**src/rtl/reorder_buffer.sv**
```systemverilog
// Circular in-order reorder buffer: allocates tags at dispatch, captures CDB
// results, retires in program order and answers dispatch operand lookups.
module reorder_buffer #(
  parameter int TAG_W  = 3,
  parameter int REG_W  = 5,
  parameter int DATA_W = 32
) (
  input  logic              clk,
  input  logic              rst,
  input  logic              stall_i,
  input  logic              flush_i,
  input  logic              issue_en,
  input  logic [REG_W-1:0]  issue_rd_addr,
  output logic [TAG_W-1:0]  issue_tag,
  output logic              issue_ack,
  output logic              rob_full,
  output logic              rob_empty,
  input  logic              cdb_en,
  input  logic [TAG_W-1:0]  cdb_tag,
  input  logic [DATA_W-1:0] cdb_data,
  input  logic [TAG_W-1:0]  q1_tag,
  input  logic [TAG_W-1:0]  q2_tag,
  output logic              q1_ready,
  output logic              q2_ready,
  output logic [DATA_W-1:0] q1_data,
  output logic [DATA_W-1:0] q2_data,
  output logic              rob_en,
  output logic [REG_W-1:0]  rob_dest,
  output logic [TAG_W-1:0]  rob_tag,
  output logic [DATA_W-1:0] rob_data
);

  localparam int DEPTH = 2 ** TAG_W;

  logic [TAG_W:0]      head_ptr, tail_ptr;
  logic [DEPTH-1:0]    valid_q, done_q;
  logic [REG_W-1:0]    dest_q [DEPTH];
  logic [DATA_W-1:0]   data_q [DEPTH];

  logic [TAG_W-1:0]    head_idx, tail_idx;
  logic                q1_bypass, q2_bypass;

  assign head_idx = head_ptr[TAG_W-1:0];
  assign tail_idx = tail_ptr[TAG_W-1:0];

  always_comb begin
    rob_empty = (head_ptr == tail_ptr);
    rob_full  = (head_idx == tail_idx) && (head_ptr[TAG_W] != tail_ptr[TAG_W]);
    issue_tag = tail_idx;
    issue_ack = issue_en & ~stall_i & ~rob_full & ~flush_i;
  end

  // Commit reads registered done, so a CDB write to head retires a cycle later.
  always_comb begin
    rob_en   = valid_q[head_idx] & done_q[head_idx] & ~flush_i;
    rob_dest = '0;
    rob_tag  = '0;
    rob_data = '0;
    if (rob_en) begin
      rob_dest = dest_q[head_idx];
      rob_tag  = head_idx;
      rob_data = data_q[head_idx];
    end
  end

  always_comb begin
    q1_bypass = cdb_en && (cdb_tag == q1_tag);
    q2_bypass = cdb_en && (cdb_tag == q2_tag);
    q1_ready  = valid_q[q1_tag] & (done_q[q1_tag] | q1_bypass);
    q2_ready  = valid_q[q2_tag] & (done_q[q2_tag] | q2_bypass);
    q1_data   = '0;
    q2_data   = '0;
    if (q1_ready) q1_data = q1_bypass ? cdb_data : data_q[q1_tag];
    if (q2_ready) q2_data = q2_bypass ? cdb_data : data_q[q2_tag];
  end

  always_ff @(posedge clk) begin
    if (rst || flush_i) begin
      head_ptr <= '0;
      tail_ptr <= '0;
      valid_q  <= '0;
      done_q   <= '0;
      for (int unsigned i = 0; i < DEPTH; i++) begin
        dest_q[i] <= '0;
        data_q[i] <= '0;
      end
    end else begin
      if (issue_ack) begin
        valid_q[tail_idx] <= 1'b1;
        done_q[tail_idx]  <= 1'b0;
        dest_q[tail_idx]  <= issue_rd_addr;
        tail_ptr          <= tail_ptr + 1'b1;
      end
      if (cdb_en && valid_q[cdb_tag]) begin
        data_q[cdb_tag] <= cdb_data;
        done_q[cdb_tag] <= 1'b1;
      end
      // Placed after the CDB write so a late rebroadcast cannot revive a retiring entry.
      if (rob_en) begin
        valid_q[head_idx] <= 1'b0;
        done_q[head_idx]  <= 1'b0;
        head_ptr          <= head_ptr + 1'b1;
      end
    end
  end

endmodule
```
**config.mk**
```make
export PLATFORM = sky130hd
export DESIGN_NAME = reorder_buffer
export DESIGN_NICKNAME = d
export VERILOG_FILES = /design/src/rtl/reorder_buffer.sv
export SDC_FILE = /design/constraint.sdc
export NUM_CORES = 1
export LEC_CHECK = 0
export ABC_CLOCK_PERIOD_IN_PS = 5150
export BUFFER_PORTS_ARGS = -buffer_cell sky130_fd_sc_hd__buf_2
export CAP_MARGIN = 20
export CORE_MARGIN = 10
export CORE_UTILIZATION = 61
export CTS_CLUSTER_DIAMETER = 40
export DETAILED_ROUTE_END_ITERATION = 16
export PLACE_DENSITY = 0.79
export SYNTH_ARGS = -nofsm -noshare
export SYNTH_HDL_FRONTEND = slang
export SYNTH_SLANG_ARGS = --single-unit
```
**constraint.sdc**
```tcl
create_clock -name clk -period 5.15 [get_ports clk]
set_input_delay 0 -clock clk [delete_from_list [all_inputs] [get_ports clk]]
set_output_delay 0 -clock clk [all_outputs]
set_load 0.03 [all_outputs]
```
==> metrics <==
clock skew approximately 0.024 ns; startpoint types register; MaxCap Viol Count 0; PortBufs between 150 and 200; Post-CTS Resized 0; Filler Cells Inserted 2075; outcome completed; area of the multi-input gates 9510 µm²; Final Non-Filler Cells 2044; worst r2r dst data_q[3][22]; crit-path max FO 21; DRC 0; CTS tree built; clock root buffer clkbuf_16; Logic pwr share around 8.6%; number of distinct library cells after synthesis between 50 and 60; final wirelength just under 60000 µm; Post-Syn Nets between 1500 and 2000; Avg Cell Area, Syn 13.5 µm²; Longest Clk Path Bufs 3; Total GRT Usage 29.6%; Num Clock Sinks between 300 and 400; layout cells sized above 1 between 30 and 40%; endpoint class of the critical path primary output; P_sw 1.72 mW; Worst Setup Slack, final 1.68 ns; DRT iter0 DRCs between 1500 and 2000; fin. max-slew vios 0; Post-CTS Setup Repair Bufs 0; sequential fraction of design power between 40 and 50%; post-synthesis cell count 1446; Power, Total a little under 7 mW; area growth from synthesis to layout 15.4%; number of synthesized register bits 323; Syn Std Cell Area 19600 µm²; Setup Slack @ Placement between 1.5 and 2 ns; HP Class input pin to register; H-tree levels 2; nets between 1500 and 2000; Clock Power Share a little under half; sw frac between 20% and 30%; Post-synth EDFFs around 300; Final min period 3.47 ns; top-level I/O count 165; vias per cell just under 7; Post-synth ARST share 0%; relative slew slack around a quarter; top-count cell post-synth edfxtp_1; later-pin clock latency in the skew report around 0.57 ns; die area ~40000 µm²; first drt pass iteration count 5; largest net degree at the start of global routing 75; Worst R2R Setup Slack about 2.2 ns; Worst Setup Path Type register to primary output; DP HPWL about 33000 µm; register area around 9400 µm²; cell accounting for the most synthesized area edfxtp_1; RSZ-0062 raised after global routing no; worst path required time slightly above 5 ns; ys flop type edfxtp_1; Die Height ~200 µm; vias in the first global route 14500; Final Util between 70% and 80%; peak supply drop 0.000303 V; hold_buf cts 43; hold path depth 5; top-area cell type share of the netlist area 45.4%; count of final setup violators 0; TritonCTS buffer count 45; Worst Tran Pin Value around 1.1 ns; Reg clk slew, reported paths about 0.060 ns; Lkg Pwr about 8.4 nW; FMAX 288 MHz; Final ANT Viol Nets 0; RePlAce Congestion 0.875; Worst Path Arrival 3.47 ns; Remaining Overflow, GRT 0; FP Rows 65; total core area between 30000 and 40000 µm²; sequential area share after synthesis around half; Setup TNS 0 ns; Synth top cells by count 296 x edfxtp_1, 256 x nor2_1, 211 x mux4_2, 169 x and2_1, 110 x mux2i_1; Cell Pwr Density 301 nW/µm²; endpoints failing hold 0; worst reg-to-reg path cell count 6; Int Power roughly 5.1 mW; Die W about 200 µm; first-pass GRT wire length 87500 µm; Synth area leaders edfxtp_1 45%, mux4_2 24%, mux2i_1 5.6%, and2_1 5.4%, nor2_1 4.9%; hold wc startpoint rst; Yosys Warn Count 0; via count 14100; antenna violations before repair 2; crit share post-route around two thirds; Initial Utilization around three fifths; dpl cells 1913; wire per inst ~28 µm; RR Startpoint valid_q[7]; hold path endpoint done_q[6]
stage by stage:
step | hold slack [ns] | cell area, µm²
global route | 0.0359 | 22600
finish | 0.00841 | 22600
global placement | 0.369 | 20500
CTS | 0.00292 | 22500
detailed placement | 0.374 | 20500
floorplan | 0.196 | 19600
cell families after synthesis:
family	after synthesis	share of synthesized area (%)
flip-flops	323	48.1
XOR/XNOR	15	0.671
multiplexers	326	30.2
adder cells (fa/ha/maj)	3	0.192
buffers and inverters	141	3.60
AND/OR/NAND/NOR	530	13.1
AO/OA/AOI/OAI	108	4.15
area by class of cell:
class | instances | area share (%)
well taps | 402 | 2.22
multi-input cells | 982 | 42.1
clock inverters | 37 | 1.86
flip-flops and latches | 323 | 41.7
repair buffers | 238 | 6.85
clock buffers | 47 | 5.01
diodes | 1 | 0.0111
inverters | 14 | 0.232
critical path: stages, from the launching register on:
cell and delay, ns:
dfxtp_1 0.81, mux2i_1 0.17, mux4_2 0.56, a21oi_2 0.24, nand2b_2 0.39, buf_16 0.31
nor2_1 0.15, buf_2 0.23
registers in the layout, summed over array words and instances, names as in the netlist, named ones only:
signal    count
data_q      256
valid_q       8
tail_ptr      4
done_q        8
head_ptr      4
dest_q       40
layout by cell type (no fill, tap or decap), types with 4 or more instances in the layout:
cell / n
a211oi_1: 67
a21oi_1: 8
and2_1: 169
buf_2: 162
buf_4: 30
bufinv_16: 4
clkbuf_16: 45
clkinv_2: 5
clkinv_8: 4
clkinvlp_4: 6
dfxtp_1: 24
dlygate4sd3_1: 43
edfxtp_1: 296
inv_1: 13
inv_6: 8
inv_8: 7
mux2_2: 5
mux2i_1: 110
mux4_2: 211
nand2_1: 63
nand2b_1: 4
nand3_1: 7
nand4_1: 4
nor2_1: 255
o21ai_0: 6
or3_1: 5
xnor2_1: 10
xor2_1: 5
power groups by stage:
| stage | registers, mW | clock network (mW) | logic (mW) |
|---|---|---|---|
| finish | 3.02 | 3.19 | 0.585 |
| global route | 3.03 | 3.30 | 0.614 |
| CTS | 3.02 | 3.19 | 0.575 |
| detailed placement | 3.07 | 0 | 0.545 |
| global placement | 3.06 | 0 | 0.536 |
| floorplan | 3.05 | 0 | 0.383 |
worst max path at each step:
stage	startpoint	endpoint	slack, ns	cells after the start
final	head_ptr[0]	rob_data[22]	1.68	7
after global routing	head_ptr[0]	rob_data[22]	1.49	7
after CTS	head_ptr[0]	rob_tag[0]	1.47	7
after detailed placement	head_ptr[0]	register	1.95	7
after global placement	head_ptr[0]	register	2.08	7
after floorplan	valid_q[0]	data_q[0][0]	1.34	5
metal layers:
| layer | vias to the layer above | track usage [%] | wire (µm) |
|---|---|---|---|
| met4 | 2 | 11.6 | 2280 |
| li1 | 5881 | - | - |
| met1 | 7049 | 37.4 | 20400 |
| met2 | 1017 | 48.4 | 28300 |
| met5 | - | 0 | 7 |
| met3 | 194 | 7.22 | 7090 |
No activity file was read; power rests on OpenSTA's default activity.
